$ cat config.mk
export PLATFORM = sky130hd
export DESIGN_NAME = reg_file_sb
export DESIGN_NICKNAME = d
export VERILOG_FILES = /design/src/rtl/reg_file_sb.sv
export SDC_FILE = /design/constraint.sdc
export NUM_CORES = 1
export LEC_CHECK = 0
export ABC_AREA = 0
export CAP_MARGIN = 20
export CORE_ASPECT_RATIO = 1.5
export CORE_MARGIN = 4
export CORE_UTILIZATION = 65
export DETAILED_ROUTE_END_ITERATION = 10
export GPL_ROUTABILITY_DRIVEN = 0
export MAX_ROUTING_LAYER = met4
export PLACE_DENSITY = 0.86
export SETUP_SLACK_MARGIN = 0.15
export SLEW_MARGIN = 30
export SYNTH_ARGS = -nofsm -noshare
export SYNTH_HDL_FRONTEND = slang
export SYNTH_SLANG_ARGS = --single-unit
$ cat constraint.sdc
create_clock -name clk -period 9 [get_ports clk]
set_input_delay 0.9 -clock clk [delete_from_list [all_inputs] [get_ports clk]]
set_output_delay 0.9 -clock clk [all_outputs]
set_load 0.01 [all_outputs]
$ cat src/rtl/reg_file_sb.sv
// reg_file_sb: parametrised register file with two combinational read ports,
// one clocked write port and a per-register busy scoreboard for RAW hazard
// detection against multi-cycle producers.
//
// Optional build macro REG_FILE_SB_BYPASS_EN: when defined, a write in flight
// is forwarded to a matching read port in the same cycle (write-first), and
// the busy bit seen on that port reflects the release. When undefined, read
// ports show pre-edge state only and a write becomes visible one cycle later.
module reg_file_sb #(
    parameter int WIDTH    = 16,
    parameter int DEPTH    = 16,
    parameter int AW       = 4,
    parameter int ZERO_REG = 0
) (
    input  logic             clk,
    input  logic             Clear,
    input  logic [AW-1:0]    Aaddr,
    input  logic [AW-1:0]    Baddr,
    output logic [WIDTH-1:0] A,
    output logic [WIDTH-1:0] B,
    input  logic [AW-1:0]    Caddr,
    input  logic [WIDTH-1:0] C,
    input  logic             Load,
    input  logic             Rsv,
    input  logic [AW-1:0]    Rsvaddr,
    output logic             Abusy,
    output logic             Bbusy,
    output logic             Hazard,
    output logic [AW:0]      Nbusy
);

    // DEPTH fits in AW+1 bits because 2**AW >= DEPTH.
    localparam logic [AW:0] DEPTH_L = (AW+1)'(DEPTH);
    localparam logic [AW:0] ONE_L   = (AW+1)'(1);

    logic [WIDTH-1:0] regs [DEPTH];
    logic [DEPTH-1:0] busy;

    logic load_ok;
    logic rsv_ok;
    logic rsv_new;
    logic load_clr;

    // An address is usable when it is in range and is not the hardwired zero register.
    function automatic logic addr_ok(input logic [AW-1:0] addr);
        return ({1'b0, addr} < DEPTH_L) && !((ZERO_REG != 0) && (addr == '0));
    endfunction

    assign load_ok = Load && addr_ok(Caddr);
    assign rsv_ok  = Rsv && addr_ok(Rsvaddr);

    // Population count moves by at most one per edge: one reservation can add a
    // busy bit and one writeback can remove one; a same-address pair cancels
    // the release because the new producer keeps the register busy.
    always_comb begin
        rsv_new  = 1'b0;
        load_clr = 1'b0;
        if (rsv_ok && !busy[Rsvaddr]) begin
            rsv_new = 1'b1;
        end
        if (load_ok && busy[Caddr] && !(rsv_ok && (Rsvaddr == Caddr))) begin
            load_clr = 1'b1;
        end
    end

    // Register storage: synchronous clear, otherwise write on Load.
    always_ff @(posedge clk) begin
        if (!Clear) begin
            for (int i = 0; i < DEPTH; i++) begin
                regs[i] <= '0;
            end
        end else begin
            for (int i = 0; i < DEPTH; i++) begin
                if (load_ok && (Caddr == AW'(i))) begin
                    regs[i] <= C;
                end
            end
        end
    end

    // Busy scoreboard: reservation sets, writeback clears, reservation wins on a tie.
    always_ff @(posedge clk) begin
        if (!Clear) begin
            busy <= '0;
        end else begin
            for (int i = 0; i < DEPTH; i++) begin
                if (rsv_ok && (Rsvaddr == AW'(i))) begin
                    busy[i] <= 1'b1;
                end else if (load_ok && (Caddr == AW'(i))) begin
                    busy[i] <= 1'b0;
                end
            end
        end
    end

    // Busy count tracks the scoreboard incrementally.
    always_ff @(posedge clk) begin
        if (!Clear) begin
            Nbusy <= '0;
        end else begin
            case ({rsv_new, load_clr})
                2'b10:   Nbusy <= Nbusy + ONE_L;
                2'b01:   Nbusy <= Nbusy - ONE_L;
                default: Nbusy <= Nbusy;
            endcase
        end
    end

    // Read port A: stored state, optionally overridden by a same-cycle write.
    always_comb begin
        A     = '0;
        Abusy = 1'b0;
        if (addr_ok(Aaddr)) begin
            A     = regs[Aaddr];
            Abusy = busy[Aaddr];
        end
`ifdef REG_FILE_SB_BYPASS_EN
        if (load_ok && (Caddr == Aaddr)) begin
            A     = C;
            Abusy = rsv_ok && (Rsvaddr == Aaddr);
        end
`endif
    end

    // Read port B: same rules as port A.
    always_comb begin
        B     = '0;
        Bbusy = 1'b0;
        if (addr_ok(Baddr)) begin
            B     = regs[Baddr];
            Bbusy = busy[Baddr];
        end
`ifdef REG_FILE_SB_BYPASS_EN
        if (load_ok && (Caddr == Baddr)) begin
            B     = C;
            Bbusy = rsv_ok && (Rsvaddr == Baddr);
        end
`endif
    end

    assign Hazard = Abusy | Bbusy;

endmodule
==> qor.csv <==
stage,metric,value,unit
pwr,pwr/cell area,192,mW/mm2
clocking,H-tree depth,1,
setup_path,Critical Path AT,3900,ps
pwr,Pwr Total,3030,uW
layout,Area Growth Syn to Fin,11.1,%
layout,Final Util,0.730,
setup_path,Setup crit end kind,primary output,
sta,hold_ws,485,ps
drt,DRT Pass-1 Iters,5,
clocking,Root Buffer,clkbuf_16,
layout,most frequent cells in the layout,"edfxtp_1 (256), nor2_1 (164), mux4_2 (144), clkdlybuf4s50_1 (69), nand2_1 (39)",
floorplanning,Vert. Die Dim,189,um
drt,via/cell ratio,7.70,
clocking,CTS buffer count,24,
grt,total global routing track utilization,0.353,
pwr,Internal Power,2290,uW
layout,ANT cells,0,
clocking,clock-pin slew on the worst setup and hold paths,70,ps
clocking,# hold bufs at CTS,0,
min_path,Hold WC Path Type,reg -> reg,
layout,share of layout cells above drive strength 1,0.240,
setup_path,CP startpoint kind,input port,
layout,# nets final,944,
setup_path,CP max FO,47,
floorplanning,Initial Utilization,0.657,
floorplanning,CORE AREA,0.0216,mm2
sta,Max Slew Vio Count,0,
clocking,clk_lat worst skew,530,ps
setup_path,CP Class,in -> out,
clocking,clk buf depth,3,
drt,final WL,40.6,mm
grt,first-pass GRT wire length,60.3,mm
synth,post-synth net total,904,
setup_path,slowest CP cell,mux4_1,
setup_path,worst r2r path cells,12,
sta,worst-margin pin slew,1010,ps
clocking,CTS tree,yes,
grt,antenna violations before repair,0,
sta,Final Critical Period,4800,ps
floorplanning,Die Wd,129,um
placement,input/output buffers,75,
sta,Rel. slew slack,0.324,
setup_path,crit-path cells,"buf_4, buf_6, mux4_1, nor2b_1, a211oi_1, a21oi_1, or2_1, clkdlybuf4s50_1",
synth,synth top area cells,"edfxtp_1 (54%), mux4_2 (23%), mux4_1 (5.7%)",
pwr,switching share of power,0.243,
grt,vias in the first global route,9565,
clocking,Post-CTS Resized,0,
grt,gr ovfl total,0,
pwr,Sw Pwr,737,uW
sta,final setup violation count,0,
setup_path,biggest cell delay along the critical path,640,ps
clocking,postcts setup bufs,0,
synth,Synth area leader,edfxtp_1,
synth,Syn Area/Cell,16.5,um2
drt,Detail Route Antenna Nets,0,
pwr,VDD IR max,143,uV
layout,fin cells,1193,
clocking,CTS Sinks,277,
pwr,sequential power share,0.512,
floorplanning,I/O pin total,76,
sta,Fmax,208,MHz
sta,setup tns final,0,ps
drt,average wire per standard cell,34.1,um
pwr,logic gate share of total power,0.146,
synth,post-synth top area share,0.541,
synth,Synth Instances,863,
layout,fillers,1267,
floorplanning,Rows,66,
sta,clk_skew,12.6,ps
synth,Netlist Area Pre-Place,0.0142,mm2
status,status,completed,
run,max-cap violations,0,
drt,DR iter-0 viols,1579,
sta,Final period util,0.533,
drt,Remaining DRCs,0,
synth,synthesized flop and latch total,277,
setup_path,CP Data Required Time,8100,ps
sta,RSZ-0062 raised after global routing,false,
synth,Yosys warnings,0,
grt,largest net degree at the start of global routing,67,
min_path,Worst Hold Depth,2,
placement,dpl cells,1148,
drt,Via Count,9187,
synth,Synth cell types,39,
floorplanning,Die Area,0.0244,mm2
synth,"Seq/Total Area, Yosys",0.570,
layout,"most common cell after layout, fill and taps aside",edfxtp_1,
pwr,Leakage,0.00538,uW
pwr,Clk network pwr share,0.342,
sta,"Hold Vio Cnt, Final",0,
placement,detailed placement HPWL,23.4,mm
layer usage:
layer  vias to the layer above  global-route usage  wire (um)
met2                       918               0.557      20300
met4                         0               0.181       2680
met5                         -                   -          0
li1                       3501                   -          -
met1                      4570               0.443      12800
met3                       198              0.0629       4840
flip-flops by register name, summed over array words and instances, names as in the netlist:
register  flops
Nbusy         5
busy         16
regs        256
per-stage QoR:
step,area (um2),setup slack (ps)
after floorplan,14200,5430
after global placement,14900,4000
after detailed placement,15000,4000
after CTS,15800,4000
after global routing,15800,4030
final,15800,4200
cell type report:
class / count / area [um2] / area share
Clock buffer: 35 / 703 / 0.0445
Clock inverter: 9 / 80.1 / 0.00507
Inverter: 20 / 75.1 / 0.00475
Multi-Input combinational cell: 486 / 5600 / 0.354
Sequential cell: 277 / 8110 / 0.513
Tap cell: 272 / 340 / 0.0215
Timing Repair Buffer: 94 / 888 / 0.0563
worst paths after layout:
| path | slack [ps] | end | from |
|---|---|---|---|
| worst min register to register | 480 | Nbusy[4] | Nbusy[4] |
| worst min-delay path | 480 | Nbusy[4] | Nbusy[4] |
| worst max register to register | 5910 | Nbusy[4] | busy[2] |
| worst max-delay path | 4200 | Hazard | Aaddr[0] |
power groups by stage:
stage               Clock [uW]  Sequential (uW)  Combinational (uW)
floorplan                    0             1550                 278
global placement             0             1560                 426
detailed placement           0             1570                 435
CTS                       1030             1550                 440
global route              1090             1560                 461
finish                    1040             1550                 443
Yosys cell counts:
master         number
buf_6               4
a32oi_1             4
or3b_1              1
mux4_2            144
dlygate4sd1_1       2
nor2_1            164
inv_1              20
o21ai_0             4
mux4_1             31
buf_8               1
mux4_4              1
nand3_1            11
nand2b_1            1
or2_1               1
clkbuf_1           47
nor3b_1             2
a211oi_1            3
nand4_1             1
nand2_1            53
nor2b_1            22
buf_2              14
mux2i_1             4
a21oi_1             5
a21o_1              1
ha_1                4
clkbuf_4            1
and3b_1             2
edfxtp_1          256
xnor2_1             2
xor2_1              5
buf_12              6
nor3_1              1
and3_1              3
dfxtp_1            21
fa_1                1
a22oi_1            11
buf_4               1
buf_1               4
and2_1              4
kinds of logic (layout without fill, tap and decap cells):
logic type | Yosys count | count (layout) | synth area share
XOR/XNOR | 7 | 7 | 0.00431
AO/OA/AOI/OAI | 28 | 28 | 0.0136
buffers and inverters | 100 | 158 | 0.0386
adder cells (fa/ha/maj) | 5 | 5 | 0.00493
multiplexers | 180 | 180 | 0.290
flip-flops | 277 | 277 | 0.570
AND/OR/NAND/NOR | 266 | 266 | 0.0785
worst max-delay path: cells and delay by family:
kind	cells	cell delay [ps]
buf+inv	3	1500
mux	1	640
simple gates	2	430
compound gates	2	370
No activity file was read; power rests on OpenSTA's default activity.
